## config.mk

```make
export PLATFORM = sky130hd
export DESIGN_NAME = mem_arbiter_flat
export DESIGN_NICKNAME = d
export VERILOG_FILES = /design/src/rtl/mem_arbiter_if.sv /design/src/rtl/mem_arbiter.sv /design/src/flat_wrapper.sv
export SDC_FILE = /design/constraint.sdc
export NUM_CORES = 1
export LEC_CHECK = 0
export ABC_AREA = 1
export ABC_CLOCK_PERIOD_IN_PS = 1600
export BUFFER_PORTS_ARGS = -buffer_cell sky130_fd_sc_hd__buf_2
export CORE_AREA = 2 2 110 112
export CTS_BUF_LIST = sky130_fd_sc_hd__clkbuf_8 sky130_fd_sc_hd__clkbuf_16
export CTS_CLUSTER_DIAMETER = 150
export DETAILED_ROUTE_END_ITERATION = 10
export DIE_AREA = 0 0 112 114
export GPL_TIMING_DRIVEN = 0
export MAX_ROUTING_LAYER = met4
export PLACE_DENSITY_LB_ADDON = 0.3
export SYNTH_ARGS = -nofsm -noshare
export SYNTH_HDL_FRONTEND = slang
export SYNTH_SLANG_ARGS = --single-unit
export TNS_END_PERCENT = 100
```

## constraint.sdc

```tcl
create_clock -name clock -period 1.6 [get_ports clock]
set_input_delay 0.08 -clock clock [delete_from_list [all_inputs] [get_ports clock]]
set_output_delay 0.08 -clock clock [all_outputs]
set_load 0.1 [all_outputs]
```

## src/rtl/mem_arbiter_if.sv

```systemverilog
// Bus bundle between the IFU/LSU masters, the memory arbiter and the SoC memory port.
// The slave modport is the arbiter's view; the master modport is the master and memory side.
interface mem_arbiter_if;
  logic        ifu_reqValid;
  logic [31:0] ifu_addr;
  logic        ifu_respValid;
  logic [31:0] ifu_rdata;

  logic        lsu_reqValid;
  logic        lsu_lock;
  logic [31:0] lsu_addr;
  logic [31:0] lsu_wdata;
  logic [1:0]  lsu_size;
  logic        lsu_wen;
  logic [3:0]  lsu_wmask;
  logic        lsu_respValid;
  logic [31:0] lsu_rdata;

  logic        mem_reqValid;
  logic [31:0] mem_addr;
  logic [31:0] mem_wdata;
  logic [1:0]  mem_size;
  logic        mem_wen;
  logic [3:0]  mem_wmask;
  logic        mem_respValid;
  logic [31:0] mem_rdata;

  logic        bus_err;

  modport slave (
    input  ifu_reqValid, ifu_addr,
    input  lsu_reqValid, lsu_lock, lsu_addr, lsu_wdata, lsu_size, lsu_wen, lsu_wmask,
    input  mem_respValid, mem_rdata,
    output ifu_respValid, ifu_rdata, lsu_respValid, lsu_rdata,
    output mem_reqValid, mem_addr, mem_wdata, mem_size, mem_wen, mem_wmask,
    output bus_err
  );

  modport master (
    output ifu_reqValid, ifu_addr,
    output lsu_reqValid, lsu_lock, lsu_addr, lsu_wdata, lsu_size, lsu_wen, lsu_wmask,
    output mem_respValid, mem_rdata,
    input  ifu_respValid, ifu_rdata, lsu_respValid, lsu_rdata,
    input  mem_reqValid, mem_addr, mem_wdata, mem_size, mem_wen, mem_wmask,
    input  bus_err
  );
endinterface

```

## src/rtl/mem_arbiter.sv

```systemverilog
// Shares one memory port between IFU and LSU: one transaction in flight, LSU priority with a
// fairness turn bit, LSU lock for split accesses, and a watchdog that errors out hung requests.
module mem_arbiter #(
  parameter int unsigned TIMEOUT = 255,
  parameter int unsigned TO_W    = 8
) (
  input  logic         clock,
  input  logic         reset,
  mem_arbiter_if.slave bus
);
  typedef enum logic [1:0] {IDLE, BUSY_IFU, BUSY_LSU, LOCK_LSU} state_t;

  localparam logic [TO_W-1:0] WD_LAST  = TO_W'((TIMEOUT == 0) ? 0 : TIMEOUT - 1);
  localparam logic [31:0]     ERR_DATA = 32'hDEAD_BEEF;

  state_t          state;
  state_t          done_state;
  logic            turn;
  logic [TO_W-1:0] wd_cnt;
  logic            win_lsu, win_ifu, sel_lsu, active, waiting;
  logic            wd_fire, resp;
  logic [31:0]     rsp_data;

  // active: a request is on the memory port this cycle; waiting: it was granted in an earlier cycle
  always_comb begin
    win_lsu = 1'b0;
    win_ifu = 1'b0;
    sel_lsu = 1'b0;
    active  = 1'b0;
    waiting = 1'b0;
    case (state)
      IDLE: begin
        win_lsu = !reset && bus.lsu_reqValid && (!bus.ifu_reqValid || !turn);
        win_ifu = !reset && bus.ifu_reqValid && !win_lsu;
        sel_lsu = win_lsu;
        active  = win_lsu || win_ifu;
      end
      BUSY_IFU: begin
        active  = 1'b1;
        waiting = 1'b1;
      end
      BUSY_LSU: begin
        sel_lsu = 1'b1;
        active  = 1'b1;
        waiting = 1'b1;
      end
      default: begin
        sel_lsu = 1'b1;
        active  = bus.lsu_reqValid;
        waiting = bus.lsu_reqValid;
      end
    endcase
  end

  // A real response in the timeout cycle wins over the watchdog
  assign wd_fire    = (TIMEOUT != 0) && waiting && !bus.mem_respValid && (wd_cnt == WD_LAST);
  assign resp       = active && (bus.mem_respValid || wd_fire);
  assign done_state = (sel_lsu && bus.lsu_lock && !wd_fire) ? LOCK_LSU : IDLE;
  assign rsp_data   = wd_fire ? ERR_DATA : bus.mem_rdata;

  assign bus.mem_reqValid  = active;
  assign bus.mem_addr      = !active ? '0 : (sel_lsu ? bus.lsu_addr : bus.ifu_addr);
  assign bus.mem_wdata     = (active && sel_lsu) ? bus.lsu_wdata : '0;
  assign bus.mem_size      = !active ? 2'b00 : (sel_lsu ? bus.lsu_size : 2'b10);
  assign bus.mem_wen       = active && sel_lsu && bus.lsu_wen;
  assign bus.mem_wmask     = !active ? 4'h0 : (sel_lsu ? bus.lsu_wmask : 4'hF);

  assign bus.ifu_respValid = resp && !sel_lsu;
  assign bus.ifu_rdata     = (resp && !sel_lsu) ? rsp_data : '0;
  assign bus.lsu_respValid = resp && sel_lsu;
  assign bus.lsu_rdata     = (resp && sel_lsu) ? rsp_data : '0;
  assign bus.bus_err       = wd_fire;

  always_ff @(posedge clock or posedge reset) begin
    if (reset) begin
      state  <= IDLE;
      turn   <= 1'b0;
      wd_cnt <= '0;
    end else begin
      wd_cnt <= (waiting && !resp) ? wd_cnt + 1'b1 : '0;

      // IFU gets the next tie after the LSU finishes in front of it
      if (resp && sel_lsu && bus.ifu_reqValid) turn <= 1'b1;
      else if (resp && !sel_lsu)               turn <= 1'b0;

      case (state)
        IDLE: begin
          if (resp)        state <= done_state;
          else if (active) state <= win_lsu ? BUSY_LSU : BUSY_IFU;
        end
        BUSY_IFU, BUSY_LSU: begin
          if (resp) state <= done_state;
        end
        default: begin
          if (resp)                  state <= done_state;
          else if (bus.lsu_reqValid) state <= BUSY_LSU;
          else if (!bus.lsu_lock)    state <= IDLE;
        end
      endcase
    end
  end
endmodule

```

## src/flat_wrapper.sv

```systemverilog
// flat-port wrapper written by rule: the top's interface ports become plain ports
module mem_arbiter_flat 
#(
  parameter int unsigned TIMEOUT = 255,
  parameter int unsigned TO_W    = 8
)
  (clock, reset, bus_ifu_reqValid, bus_ifu_addr, bus_lsu_reqValid, bus_lsu_lock, bus_lsu_addr, bus_lsu_wdata, bus_lsu_size, bus_lsu_wen, bus_lsu_wmask, bus_mem_respValid, bus_mem_rdata, bus_ifu_respValid, bus_ifu_rdata, bus_lsu_respValid, bus_lsu_rdata, bus_mem_reqValid, bus_mem_addr, bus_mem_wdata, bus_mem_size, bus_mem_wen, bus_mem_wmask, bus_bus_err);
  mem_arbiter_if bus_i ();
  input  logic clock;
  input  logic reset;
  input wire logic [$bits(bus_i.ifu_reqValid)-1:0] bus_ifu_reqValid;
  input wire logic [$bits(bus_i.ifu_addr)-1:0] bus_ifu_addr;
  input wire logic [$bits(bus_i.lsu_reqValid)-1:0] bus_lsu_reqValid;
  input wire logic [$bits(bus_i.lsu_lock)-1:0] bus_lsu_lock;
  input wire logic [$bits(bus_i.lsu_addr)-1:0] bus_lsu_addr;
  input wire logic [$bits(bus_i.lsu_wdata)-1:0] bus_lsu_wdata;
  input wire logic [$bits(bus_i.lsu_size)-1:0] bus_lsu_size;
  input wire logic [$bits(bus_i.lsu_wen)-1:0] bus_lsu_wen;
  input wire logic [$bits(bus_i.lsu_wmask)-1:0] bus_lsu_wmask;
  input wire logic [$bits(bus_i.mem_respValid)-1:0] bus_mem_respValid;
  input wire logic [$bits(bus_i.mem_rdata)-1:0] bus_mem_rdata;
  output wire logic [$bits(bus_i.ifu_respValid)-1:0] bus_ifu_respValid;
  output wire logic [$bits(bus_i.ifu_rdata)-1:0] bus_ifu_rdata;
  output wire logic [$bits(bus_i.lsu_respValid)-1:0] bus_lsu_respValid;
  output wire logic [$bits(bus_i.lsu_rdata)-1:0] bus_lsu_rdata;
  output wire logic [$bits(bus_i.mem_reqValid)-1:0] bus_mem_reqValid;
  output wire logic [$bits(bus_i.mem_addr)-1:0] bus_mem_addr;
  output wire logic [$bits(bus_i.mem_wdata)-1:0] bus_mem_wdata;
  output wire logic [$bits(bus_i.mem_size)-1:0] bus_mem_size;
  output wire logic [$bits(bus_i.mem_wen)-1:0] bus_mem_wen;
  output wire logic [$bits(bus_i.mem_wmask)-1:0] bus_mem_wmask;
  output wire logic [$bits(bus_i.bus_err)-1:0] bus_bus_err;
  assign bus_i.ifu_reqValid = bus_ifu_reqValid;
  assign bus_i.ifu_addr = bus_ifu_addr;
  assign bus_i.lsu_reqValid = bus_lsu_reqValid;
  assign bus_i.lsu_lock = bus_lsu_lock;
  assign bus_i.lsu_addr = bus_lsu_addr;
  assign bus_i.lsu_wdata = bus_lsu_wdata;
  assign bus_i.lsu_size = bus_lsu_size;
  assign bus_i.lsu_wen = bus_lsu_wen;
  assign bus_i.lsu_wmask = bus_lsu_wmask;
  assign bus_i.mem_respValid = bus_mem_respValid;
  assign bus_i.mem_rdata = bus_mem_rdata;
  assign bus_ifu_respValid = bus_i.ifu_respValid;
  assign bus_ifu_rdata = bus_i.ifu_rdata;
  assign bus_lsu_respValid = bus_i.lsu_respValid;
  assign bus_lsu_rdata = bus_i.lsu_rdata;
  assign bus_mem_reqValid = bus_i.mem_reqValid;
  assign bus_mem_addr = bus_i.mem_addr;
  assign bus_mem_wdata = bus_i.mem_wdata;
  assign bus_mem_size = bus_i.mem_size;
  assign bus_mem_wen = bus_i.mem_wen;
  assign bus_mem_wmask = bus_i.mem_wmask;
  assign bus_bus_err = bus_i.bus_err;
  mem_arbiter #(.TIMEOUT(TIMEOUT), .TO_W(TO_W)) u_core (.clock(clock), .reset(reset), .bus(bus_i));
endmodule
```

# After elaboration in Yosys (flattened, before gate mapping)
# Index checks and enable logic that the tools add are counted.
# W data, S select, Z words.
# word_totals
regBits,11
out_inout_bits,139
wordCells,66
# classes
n_addsub,1
n_eq_ne,6
n_mux,26
reduce_logical,30
# op_table
cell,count
$mux W32,6
$mux W2,10
$logic_and A1 B1 Y1,15
$add A8 B1 Y8 const B,1
$eq A8 B8 Y1 const B,1
$logic_not A1 Y1,8
$mux W4,2
$mux W8,1
$pmux W1 S2,3
$ne A4 B2 Y1 const B,1
$pmux W2 S2,1
$logic_or A1 B1 Y1,3
$mux W1,3
$ne A3 B1 Y1 const B,1
$reduce_and A3 Y1,1
$eq A2 B1 Y1 const B,1
$eq A2 B2 Y1 const B,1
$logic_not A2 Y1,1
$ne A2 B1 Y1 const B,1
$reduce_bool A2 Y1,1
$reduce_or A2 Y1,1

# Logic depth before layout (Yosys ltp)
# depth
depth_word,11
depth_mapped,14
mapped_depth_nobuf,14

# Least setup slack after synthesis
# OpenSTA, ideal clock, no wires.
# synth_path
path_kind,register to output
start,register u_core.state[0]
end,output port bus_lsu_rdata[4]
arrival_time_ns,3.952
required_time_ns,1.520
path_slack_ns,-2.432
path_stages_with_launch,9
path_cell_list,dfrtp_1 inv_1 ha_1 or2_2 o21ai_4 inv_4 nor2_4 inv_2 nor3_1
# synth_via
elab_chain_cells,9
# synth_lines
element,line,rtl
"start, declared",mem_arbiter.sv:16,state_t state;
"start signal, assigned",mem_arbiter.sv:88,if (resp) state <= done_state;
"start signal, assigned",mem_arbiter.sv:89,else if (active) state <= win_lsu ? BUSY_LSU : BUSY_IFU;
"start signal, assigned",mem_arbiter.sv:92,if (resp) state <= done_state;
$eq A2 B1 Y1 / $eq A2 B2 Y1 (equally long branches),mem_arbiter.sv:31,case (state)
$reduce_or A2 Y1 (no source line),-,
$pmux W1 S2,mem_arbiter.sv:31,
$logic_and A1 B1 Y1 (2 in series),mem_arbiter.sv:56,assign wd_fire = (TIMEOUT != 0) && waiting && !bus.mem_respValid && (wd_cnt == WD_LAST);
$logic_or A1 B1 Y1,mem_arbiter.sv:57,assign resp = active && (bus.mem_respValid || wd_fire);
$logic_and A1 B1 Y1,mem_arbiter.sv:57,
$logic_and A1 B1 Y1 (*),-,
net bus_lsu_respValid,flat_wrapper.sv:24,output wire logic [$bits(bus_i.lsu_respValid)-1:0] bus_lsu_respValid;
$mux W32 (*),mem_arbiter.sv:71,assign bus.lsu_rdata = (resp && sel_lsu) ? rsp_data : '0;
"end, declared",flat_wrapper.sv:25,output wire logic [$bits(bus_i.lsu_rdata)-1:0] bus_lsu_rdata;
# The timed path passes the listed nets; every way through them passes the cells marked *.

# Final worst setup path
# layout_path
start,register u_core.state[0]
end,output port bus_ifu_rdata[24]
# layout_via
elab_chain_cells,9
# layout_lines
element,line,rtl
$eq A2 B1 Y1 / $eq A2 B2 Y1 (equally long branches),mem_arbiter.sv:31,
$reduce_or A2 Y1 (no source line),-,
$pmux W1 S2,mem_arbiter.sv:31,
$logic_and A1 B1 Y1 (2 in series),mem_arbiter.sv:56,
$logic_or A1 B1 Y1,mem_arbiter.sv:57,
$logic_and A1 B1 Y1,mem_arbiter.sv:57,
$logic_and A1 B1 Y1,mem_arbiter.sv:69,assign bus.ifu_rdata = (resp && !sel_lsu) ? rsp_data : '0;
$mux W32 (*),mem_arbiter.sv:69,
"end, declared",flat_wrapper.sv:23,output wire logic [$bits(bus_i.ifu_rdata)-1:0] bus_ifu_rdata;
# Every way passes the cells marked *; elsewhere a longest branch is shown, timed or not.

==> results.py <==
metrics = {
    "sta": {
        "fin_ws_ns": -0.7357,
        "slew_headroom_pct": 63.35,
        "max_freq_mhz": 428.1,
        "skew_ns": 0.002405,
        "hold_violations": 0,
        "period_share_pct": 146.0,
        "rsz0062_at_grt": "true",
        "final_max_slew_viol_count": 0,
        "min_period_ns": 2.336,
        "setup_viol": 150,
        "worst_pin_slew_ns": 0.5497,
    },
    "clocking": {
        "htreeDepth": 1,
        "insertion_delay_ns": 0.24,
        "cts_tree": "yes",
        "cts_root_buffer": "clkbuf_16",
        "cts_buffers": 3,
        "clk_path_buf_depth": 2,
        "clock_sinks": 11,
        "clk_pin_slew_ns": 0.04,
    },
    "layout": {
        "drive_above_1_share_pct": 78.37,
        "multi_input_area_sq_mm": 0.003047,
        "fill_cells": 708,
        "regArea_sq_um": 275.3,
        "area_delta_synth_final_pct": 262.4,
        "final_core_util_pct": 71.58,
        "nNetsFinal": 873,
    },
    "synthesis": {
        "yosysTopAreaCellShare_pct": 17.85,
        "netlist_area_sq_mm": 0.002313,
        "syn-num-nets": 548,
        "yosysWarnings": 0,
        "avgSynthCellArea_sq_um": 5.755,
        "synthCells": 402,
        "synth_cell_types": 32,
        "ys_seq_area_share_pct": 11.90,
        "synth.largest_area_cell": "nor2_1",
        "synth_area_leaders": "nor2_1, a21oi_2, inv_1",
        "ys_seq_elements": 11,
    },
    "worst_setup_path": {
        "worstReg2RegStart": "u_core.state[0]",
        "setup.worst_path.end_class": "output port",
        "arrival_ns": 2.26,
        "cp.required_ns": 1.52,
        "r2r-end": "u_core.state[0]",
        "reg2reg_depth": 13,
        "slowest_delay_ns": 0.41,
        "criticalPathCategory": "flop to output port",
        "slowest_stage": "dfrtp_1",
        "path_max_fanout": 8,
        "r2r_setup_slack_ns": -0.38,
        "path_cells": "ha_2 -> nand2_1 -> nand2_4 -> nand3_4 -> nand2_4 -> nand2_8 -> nor2_4 -> inv_6 -> buf_12 -> nor3_4 -> buf_12",
        "critPathLaunchType": "flop",
    },
    "global_routing": {
        "grt_util_all_layers_pct": 21.81,
        "grt_pass1_wl_microns": 21930,
        "grt.busiest_layer": "met2",
        "grt_overflow": 0,
        "use_met3_pct": 2.922,
        "antenna_found_initial": 1,
        "use_met2_pct": 42.38,
        "grt_pass1_vias": 4125,
        "use_met1_pct": 22.91,
        "grt_max_degree": 12,
    },
    "min_path": {
        "min_path_type": "input port to flop",
        "holdCritStartpoint": "bus_ifu_reqValid",
        "min_to": "u_core.turn",
        "holdPathStages": 3,
    },
    "floorplanning": {
        "io_pins": 280,
        "core_sq_mm": 0.01171,
        "die_x_microns": 112,
        "dieHeight_microns": 114,
        "start_util_pct": 19.75,
        "die_area_sq_mm": 0.01277,
        "num_rows": 40,
    },
    "placement": {
        "dp_hpwl_microns": 9457,
        "gp_congestion": 0.8492,
        "io_buffer_count": 279,
    },
    "route": {
        "first_pass_iters": 4,
        "viasPerCell": 4.537,
        "drtIter0Drc": 157,
        "wire_per_inst_microns": 18.16,
        "route.detailed.drc": 0,
        "wl_microns": 15870,
        "vias": 3965,
        "ant_nets": 0,
    },
    "job": {
        "maxCapViolCount": 0,
    },
    "status": {
        "status": "finished, violations left",
        "violations": "negative setup slack",
    },
}
-- cell usage in the layout (no fill, tap or decap), types with 6 or more instances in the layout --
cell,count
o21ai_2,6
a21oi_4,48
nor2_1,15
inv_2,11
buf_6,8
nor2_4,83
buf_12,145
o21ai_0,6
clkbuf_16,12
nor3_4,16
nand2_1,23
o21ai_4,26
dfrtp_1,11
inv_1,75
nor2_2,14
buf_2,142
buf_16,6
buf_4,26
buf_8,7
-- how the worst max path moves through the flow --
stage,start,to,slack [ns],cells after the start
detailed placement,reset,bus_lsu_rdata[14],-0.86,10
global route,u_core.state[0],bus_lsu_rdata[8],-0.81,12
CTS,u_core.state[0],bus_lsu_rdata[22],-0.74,12
global placement,reset,bus_lsu_rdata[14],-0.84,10
finish,u_core.state[0],bus_ifu_rdata[24],-0.74,11
floorplan,u_core.state[0],bus_lsu_rdata[14],-1.30,11
-- cells in the mapped netlist --
library cell	n
a21oi_1	9
a21oi_2	44
a22oi_1	1
a31oi_1	2
and3_1	2
buf_1	1
buf_2	9
buf_4	3
buf_6	5
clkbuf_1	8
dfrtp_1	11
ha_1	5
inv_1	83
inv_2	6
inv_4	1
nand2_1	25
nand2_2	3
nand2_4	2
nand3_1	5
nand3_2	1
nand4_1	1
nor2_1	110
nor2_4	2
nor3_1	6
nor3_2	12
nor3b_1	2
o21ai_0	38
o21ai_4	1
o21bai_1	1
or2_2	1
xnor2_1	1
xor2_1	1
-- routing by layer --
| layer | vias up | part of all wire, % | wire, microns |
|---|---|---|---|
| met4 | 0 | 3.0 | 476 |
| met2 | 168 | 57 | 9124 |
| met1 | 1875 | 34 | 5456 |
| met3 | 37 | 5.1 | 812 |
| met5 | - | 0 | 0 |
| li1 | 1885 | - | - |
-- metrics by stage --
step           setup WS [ns]  TNS, ns  hold WS [ns]  cells  cell area, sq um
6_report             -0.7357   -89.26        0.1331    874              8383
5_1_grt              -0.8124  -102.71        0.1544    874              8383
4_1_cts              -0.7361   -88.71        0.1245    852              7574
3_5_place_dp         -0.8604   -99.32        0.1461    828              5318
3_3_place_gp         -0.8363   -95.44        0.1299    828              5318
2_1_floorplan         -1.302   -97.65      -0.05124    402              3737
-- sequential cells by signal (all words and copies together), names as in the netlist --
register and cells:
u_core.wd_cnt 8, u_core.turn 1, u_core.state 2
-- worst max-delay path: cells and delay by family, from the launching register on --
kind          cells  cell delay, ns
simple gates      7            0.87
fa+ha+maj         1            0.26
flops             1            0.41
buf+inv           3            0.47
-- cell type report --
type | count | area share, %
repair buffers | 320 | 47.36
multi-input cells | 275 | 36.34
plain buffers | 26 | 5.507
inverters | 90 | 4.328
flip-flops and latches | 11 | 3.284
well taps | 147 | 2.194
clock buffers | 3 | 0.8955
clock inverters | 1 | 0.05970
diodes | 1 | 0.02985
-- timing repair --
item | 4_1_cts | 5_1_grt
hold buffers | 1 | 0
gates resized for setup | 529 | 149
endpoints found under the setup margin | 150 | 150
setup buffers | 14 | 14
endpoints found under the hold margin | 11 | 0
pin swaps | 13 | 14
cloned | 5 | 7
-- cells by family (layout without fill, tap and decap cells) --
family	after synthesis	count (layout)	synth area share (%)
adders and majority gates	5	5	2.704
and+or+nand+nor	172	172	34.40
buffers and inverters	116	440	21.52
xor gates and xnor gates	2	2	0.7573
AOI/OAI and AO/OA	96	96	28.72
other	0	1	0
DFF	11	11	11.90
Power is not shown: default switching activity piles up to over one toggle a cycle in this logic, so the estimate is an artifact.
